===== config.mk =====
export PLATFORM = sky130hd
export DESIGN_NAME = picorv32_pcpi_issuer
export DESIGN_NICKNAME = d
export VERILOG_FILES = /design/src/rtl/picorv32_pcpi_issuer.sv
export SDC_FILE = /design/constraint.sdc
export NUM_CORES = 1
export LEC_CHECK = 0
export ABC_CLOCK_PERIOD_IN_PS = 4400
export CORE_UTILIZATION = 42
export DETAILED_ROUTE_END_ITERATION = 6
export HOLD_SLACK_MARGIN = 0.06
export PLACE_DENSITY = 0.81
export SYNTH_ARGS = -nofsm -noshare
export SYNTH_HDL_FRONTEND = slang
export SYNTH_SLANG_ARGS = --single-unit

===== constraint.sdc =====
create_clock -name clk -period 4.4 [get_ports clk]
set_input_delay 0.88 -clock clk [delete_from_list [all_inputs] [get_ports clk]]
set_output_delay 0.88 -clock clk [all_outputs]
set_load 0.03 [all_outputs]

===== src/rtl/picorv32_pcpi_issuer.sv =====
// ============================================================================
// Module      : picorv32_pcpi_issuer
// Description : PCPI initiator with a no-claim watchdog that raises an
//               illegal-instruction trap. Optional PCPI_PERF_CNT_EN adds
//               op/trap/busy counters.
// Revision    : 1.0 - initial release
// ============================================================================
`default_nettype none

module picorv32_pcpi_issuer #(
    parameter int TIMEOUT_CYCLES = 16
) (
    input  logic        clk,
    input  logic        resetn,

    input  logic        issue_valid,
    output logic        issue_ready,
    input  logic [31:0] issue_insn,
    input  logic [31:0] issue_rs1,
    input  logic [31:0] issue_rs2,

    output logic        pcpi_valid,
    output logic [31:0] pcpi_insn,
    output logic [31:0] pcpi_rs1,
    output logic [31:0] pcpi_rs2,
    input  logic        pcpi_wr,
    input  logic [31:0] pcpi_rd,
    input  logic        pcpi_wait,
    input  logic        pcpi_ready,

`ifdef PCPI_PERF_CNT_EN
    output logic [31:0] perf_ops,
    output logic [31:0] perf_traps,
    output logic [31:0] perf_busy,
`endif

    output logic        done_valid,
    output logic        done_wr,
    output logic [31:0] done_rd,
    output logic        done_trap
);

    // A zero timeout still needs a one-bit counter; it simply never loads a
    // non-zero value, so the watchdog can never fire.
    localparam int              c_CNT_W      = (TIMEOUT_CYCLES > 0) ? $clog2(TIMEOUT_CYCLES + 1) : 1;
    localparam logic [c_CNT_W-1:0] c_CNT_LOAD = c_CNT_W'(TIMEOUT_CYCLES);
    localparam logic [c_CNT_W-1:0] c_CNT_ONE  = c_CNT_W'(1);
    localparam bit              c_TIMEOUT_EN = (TIMEOUT_CYCLES > 0);

    typedef enum logic [1:0] {
        S_IDLE = 2'd0,
        S_REQ  = 2'd1,
        S_DONE = 2'd2
    } state_t;

    state_t              r_state;
    logic [c_CNT_W-1:0]  r_cnt;
    logic                r_issue_ready;
    logic                r_pcpi_valid;
    logic [31:0]         r_insn;
    logic [31:0]         r_rs1;
    logic [31:0]         r_rs2;
    logic                r_done_valid;
    logic                r_done_wr;
    logic [31:0]         r_done_rd;
    logic                r_done_trap;

    logic                w_accept;
    logic                w_expire;
    logic [c_CNT_W-1:0]  w_cnt_dec;

    assign w_accept  = issue_valid && r_issue_ready;
    // Expiry is the silent cycle that would take the counter from 1 to 0.
    assign w_expire  = c_TIMEOUT_EN && (r_cnt == c_CNT_ONE);
    assign w_cnt_dec = (r_cnt != '0) ? (r_cnt - c_CNT_ONE) : r_cnt;

    always_ff @(posedge clk or negedge resetn) begin
        if (!resetn) begin
            r_state       <= S_IDLE;
            r_cnt         <= '0;
            r_issue_ready <= 1'b1;
            r_pcpi_valid  <= 1'b0;
            r_insn        <= '0;
            r_rs1         <= '0;
            r_rs2         <= '0;
            r_done_valid  <= 1'b0;
            r_done_wr     <= 1'b0;
            r_done_rd     <= '0;
            r_done_trap   <= 1'b0;
        end else begin
            case (r_state)
                S_IDLE: begin
                    if (w_accept) begin
                        r_state       <= S_REQ;
                        r_insn        <= issue_insn;
                        r_rs1         <= issue_rs1;
                        r_rs2         <= issue_rs2;
                        r_cnt         <= c_CNT_LOAD;
                        r_issue_ready <= 1'b0;
                        r_pcpi_valid  <= 1'b1;
                    end
                end
                S_REQ: begin
                    // Ready takes priority over a simultaneous watchdog expiry.
                    if (pcpi_ready) begin
                        r_state      <= S_DONE;
                        r_pcpi_valid <= 1'b0;
                        r_done_valid <= 1'b1;
                        r_done_wr    <= pcpi_wr;
                        r_done_rd    <= pcpi_rd;
                        r_done_trap  <= 1'b0;
                    end else if (pcpi_wait) begin
                        r_cnt <= c_CNT_LOAD;
                    end else if (w_expire) begin
                        r_state      <= S_DONE;
                        r_cnt        <= '0;
                        r_pcpi_valid <= 1'b0;
                        r_done_valid <= 1'b1;
                        r_done_wr    <= 1'b0;
                        r_done_rd    <= '0;
                        r_done_trap  <= 1'b1;
                    end else begin
                        r_cnt <= w_cnt_dec;
                    end
                end
                S_DONE: begin
                    r_state       <= S_IDLE;
                    r_issue_ready <= 1'b1;
                    r_done_valid  <= 1'b0;
                    r_done_wr     <= 1'b0;
                    r_done_rd     <= '0;
                    r_done_trap   <= 1'b0;
                end
                default: begin
                    r_state       <= S_IDLE;
                    r_issue_ready <= 1'b1;
                    r_pcpi_valid  <= 1'b0;
                    r_done_valid  <= 1'b0;
                end
            endcase
        end
    end

`ifdef PCPI_PERF_CNT_EN
    logic [31:0] r_perf_ops;
    logic [31:0] r_perf_traps;
    logic [31:0] r_perf_busy;

    always_ff @(posedge clk or negedge resetn) begin
        if (!resetn) begin
            r_perf_ops   <= '0;
            r_perf_traps <= '0;
            r_perf_busy  <= '0;
        end else begin
            if (r_done_valid && !r_done_trap)
                r_perf_ops <= r_perf_ops + 32'd1;
            if (r_done_valid && r_done_trap)
                r_perf_traps <= r_perf_traps + 32'd1;
            if (r_state == S_REQ)
                r_perf_busy <= r_perf_busy + 32'd1;
        end
    end

    assign perf_ops   = r_perf_ops;
    assign perf_traps = r_perf_traps;
    assign perf_busy  = r_perf_busy;
`endif

    assign issue_ready = r_issue_ready;
    assign pcpi_valid  = r_pcpi_valid;
    assign pcpi_insn   = r_insn;
    assign pcpi_rs1    = r_rs1;
    assign pcpi_rs2    = r_rs2;
    assign done_valid  = r_done_valid;
    assign done_wr     = r_done_wr;
    assign done_rd     = r_done_rd;
    assign done_trap   = r_done_trap;

endmodule

`default_nettype wire

Word level (Yosys, flattened, before mapping)
Cells that the tools add are included.
- output and inout port bits: 133
- input bits: 134
- flip-flop bits (word level): 140
- equal/unequal tests: 8
- reductions and logical operators: 12
- bitwise operators: 3
- add/subtract/negate cells: 1
- mux-type cells: 30
- operators by type and width (kind ; number):
    2-to-1 mux 32 bit ; 3
    one-hot mux 32 bit (2 select lines) ; 1
    2-to-1 mux 5 bit ; 5
    2-to-1 mux 1 bit ; 10
    one-hot mux 5 bit (2 select lines) ; 1
    AND reduction 3 bit ; 3
    2-to-1 mux 2 bit ; 4
    one-hot mux 1 bit (2 select lines) ; 4
    AND reduction 4 bit ; 2
    != test 3 bit, second input constant ; 2
    == test 5 x 1 -> 1 bit, second input constant ; 1
    nonzero test 5 bit ; 1
    subtractor 5 x 1 -> 5 bit, second input constant ; 1
    != test 2 bit, second input constant ; 2
    != test 4 bit, second input constant ; 1
    one-hot mux 2 bit (2 select lines) ; 1
    AND reduction 2 bit ; 2
    nonzero test 2 bit ; 2
    NOT 1 bit ; 3
    one-hot mux 1 bit (3 select lines) ; 1
    == test 2 x 1 -> 1 bit, second input constant ; 1
    == test 2 bit, second input constant ; 1
    logical NOT 2 bit ; 1
    logical AND 1 bit ; 1

Logic depth before layout (Yosys ltp)
- depth after elaboration: 6
- mapped depth: 6
- gate-level depth less buffers: 5

Worst setup path before layout
No wires, ideal clock.
- kind: input port to flip-flop
- from: input issue_valid
- to: register r_rs1[10], in the netlist pcpi_rs1[10]
- library setup time: 0.125 ns
- arrival: 1.816 ns
- path buffers: 3
- cell stages on the path: 5
- slack: 2.459 ns
- cells stage by stage: nor4bb_1 > buf_4 > buf_8 > buf_8 > mux2_4
- longest elaborated chain between the ends: 2
- ends and longest elaborated chain (what ; RTL line ; source):
    from (decl) ; 16 ; input logic issue_valid,
    logical AND 1 bit ; 72 ; assign w_accept = issue_valid && r_issue_ready;
    AND reduction 2 bit (no line) ; -- ;
    to (signal assigned) ; 96 ; r_rs1 <= issue_rs1;
    to (decl) ; 61 ; logic [31:0] r_rs1;
Every way passes these cells.
A chain may end at the register's enable or synchronous reset.

Worst setup path in the final report
- from: register r_issue_ready, in the netlist issue_ready
- to: output issue_ready
- RTL lines (what ; RTL line ; source):
    from (decl) ; 58 ; logic r_issue_ready;
    from (signal assigned) ; 81 ; r_issue_ready <= 1'b1;
    from (signal assigned) ; 99 ; r_issue_ready <= 1'b0;
    from (signal assigned) ; 128 ; r_issue_ready <= 1'b1;
    to (decl) ; 17 ; output logic issue_ready,
No word-level cell between the ends.

==> summary.txt <==
Placement
  – Routability congestion estimate: 0.7249
  – Buffers on Ports: 266
  – HPWL after detailed placement: 10,920 um

Power and ir drop
  – Gate power share: 51.1%
  – Pleak: 3.809 nW
  – Clk pwr share: between 10% and 20%
  – Reg power frac: 29.2%
  – PD cells: 868.2 nW/um^2
  – Peak supply drop: 476.8 uV
  – Power Internal: 4.876 mW
  – Sw Share: 39.12%
  – Sw power: 3.133 mW

Clock network
  – Cts repair resizes: 0
  – Post-CTS Setup Bufs: 0
  – Clock latency on the worst-skew pair: 0.41 ns
  – Clock transition at the registers of the reported paths: 0.06 ns
  – CTS Buf Count: 17
  – H-tree depth: 4
  – Clk buf depth: 2
  – CTS Root Cell: clkbuf_16
  – CTS tree: built
  – Clk sink count: 140
  – Post-CTS Hold Buffers: 0

Detailed routing
  – Remaining routing DRC violations: 0
  – Vias: around 4,400
  – DRT iter0 DRCs: 219
  – DRT Wirelength: ~15,000 um
  – Drt wl/cell: 17.80 um
  – Final ANT Viol Nets: 0
  – Vias per inst: around 5.1
  – DR pass1 iterations: 4

Synthesis
  – Post-synth cell types: 37
  – Syn_area_per_cell: 13.97 sq um
  – Net count after synthesis: 552
  – Main flop type after synthesis: dfrtp_1
  – Synth warn: 0
  – Synth async-reset ratio: 100.0%
  – Synth Register Bits: 140
  – Mapped Area: 5797 sq um
  – Synth top area cells: dfrtp_1, mux2_2, o2bb2ai_1
  – Top-area cell type share of the netlist area: 60.00%
  – Post-Synthesis Cells: 415
  – Area leader, netlist: dfrtp_1
  – Post-synth EDFFs: 0
  – Register area share after synthesis: 60.46%

Final layout
  – Most frequent cells in the layout: clkdlybuf4s50_1, dfrtp_1, mux2_2, nor2b_1, a21oi_1
  – Nets: 817
  – # fillers: 945
  – ANT cells: 0
  – Commonest non-fill, non-tap cell in the layout: clkdlybuf4s50_1
  – Fin util: 69.11%
  – Area growth, synth to finish: 59.14%
  – Layout cells sized above 1: 20.20%

Timing
  – Setup TNS: 0 ns
  – Slew Viols, Final: 0
  – RSZ-0062 raised after global routing: false
  – Fin. Hold Viols: 0
  – Slew @ Worst Pin: ~1.3 ns
  – Post-layout min period: 2.546 ns
  – Skew final: 0.007654 ns
  – Period utilisation layout: 57.86%
  – Hold slack: 0.5019 ns
  – Relative slew slack: between 10 and 15%
  – Max Clock Freq: 0.3928 GHz
  – # setup viols final: 0

Floorplanning
  – Die height: 119.5 um
  – Core Box Area: 13,350 sq um
  – Area of the die: 14,280 sq um
  – Starting Density: approximately 43%
  – Num ports: roughly 270
  – Rows: 42
  – DIE WIDTH: 119.5 um

Critical path
  – Kind of critical path: reg -> out
  – Critical Path AT: 1.67 ns
  – Worst R2R Setup Slack: 2.02 ns
  – WP buf/inv: 1
  – CP max FO: 4
  – CP required: between 3 and 4 ns
  – Worst Reg-to-Reg Cells: 4
  – Top delay family on crit path: buffers and inverters
  – Worst r2r src: r_state[0]$_DFFE_PN0P_
  – Crit end category: output port
  – Cell Chain, Critical Path: clkdlybuf4s50_1
  – Peak per-stage delay on the critical path: 0.70 ns
  – Worst path slowest cell: clkdlybuf4s50_1
  – CP Launch Type: flop
  – R2R Path End: done_rd[17]$_DFFE_PN0P_

Global routing
  – Vias in the first global route: 4,734
  – Global-route wire length before repair: 24,290 um
  – Largest net degree at the start of global routing: 101
  – All-Layer GR Usage: 22.47%
  – Grt ovf: 0
  – Initial antenna violation count: 0

Min path
  – Min-Delay Path Depth: 1
  – Hold Crit Start: pcpi_rs2[28]$_DFFE_PN0P_
  – Min-Delay Endpoint: pcpi_rs2[28]$_DFFE_PN0P_
  – Hold Crit Class: reg -> reg

Outcome
  – Status: finished, final reports clean

Flow run
  – Max Cap Viol: 0
[worst max-delay path by stage]
| stage | startpoint | to | slack (ns) | cells after the start |
|---|---|---|---|---|
| detailed placement | pcpi_ready | done_rd[17]$_DFFE_PN0P_ | 1.54 | 4 |
| floorplan | issue_valid | pcpi_rs1[10]$_DFFE_PN0P_ | 2.46 | 5 |
| CTS | issue_ready$_DFFE_PN1P_ | issue_ready | 1.84 | 1 |
| global placement | pcpi_ready | done_rd[29]$_DFFE_PN0P_ | 1.63 | 4 |
| global route | pcpi_ready | done_rd[17]$_DFFE_PN0P_ | 1.73 | 4 |
| finish | issue_ready$_DFFE_PN1P_ | issue_ready | 1.85 | 1 |
[cells in the mapped netlist, drive strengths merged (2+ instances only)]
cell type,count
clkbuf,10
o21ai,7
o32ai,2
nand2,5
mux2,96
ha,3
inv,5
o2bb2ai,33
nor2b,34
nor2,8
a21oi,34
nor3,2
dfrtp,139
buf,17
a31oi,2
nand2b,2
[power groups by stage]
stage	Combinational [mW]	Clock, mW	Sequential [mW]
floorplan	1.21	0	3.54
global placement	4.01	0	2.31
detailed placement	4.10	0	2.35
CTS	4.12	1.61	2.35
global route	4.30	1.67	2.43
finish	4.09	1.58	2.34
[through the flow]
stage	setup slack (ns)	power (mW)	area (sq um)	cells
detailed placement	1.541	6.447	8564	837
finish	1.854	8.009	9225	869
CTS	1.841	8.078	9225	869
global placement	1.627	6.315	8564	837
global route	1.734	8.390	9225	869
floorplan	2.459	4.754	5797	415
[final cells by class]
class	instances	area, sq um	area share, %
sequential	140	3505	37.99
tap	176	220.2	2.387
timing repair buffer	273	2716	29.45
multi-input combinational	243	2105	22.81
clock buffer	22	474.2	5.140
inverter	5	18.77	0.2034
clock inverter	10	186.4	2.021
[cell families (layout without fill, tap and decap cells)]
family | after synthesis | count (layout) | synth area share [%]
flops | 140 | 140 | 60.46
compound gates | 85 | 85 | 10.19
simple gates | 58 | 58 | 5.871
mux | 97 | 97 | 19.34
buf+inv | 32 | 310 | 3.497
fa+ha+maj | 3 | 3 | 0.6476
[registers in the layout, indices dropped and copies added, names as in the netlist]
register / cells
done_rd: 32
r_state: 2
done_trap: 1
pcpi_rs2: 32
done_valid: 1
done_wr: 1
pcpi_rs1: 32
pcpi_insn: 32
r_cnt: 5
pcpi_valid: 1
issue_ready: 1
[per-layer routing]
layer / wire length, um / GRT usage [%] / vias to the layer above / share of wire (%)
met3: 1481 / 9.195 / 31 / 9.6
met1: 5804 / 25.32 / 2211 / 38
met2: 7799 / 37.14 / 187 / 50
li1: - / - / 2011 / -
met4: 384 / 10.16 / 0 / 2.5
met5: 0 / 0 / - / 0
Power figures use the tool's default switching activity.
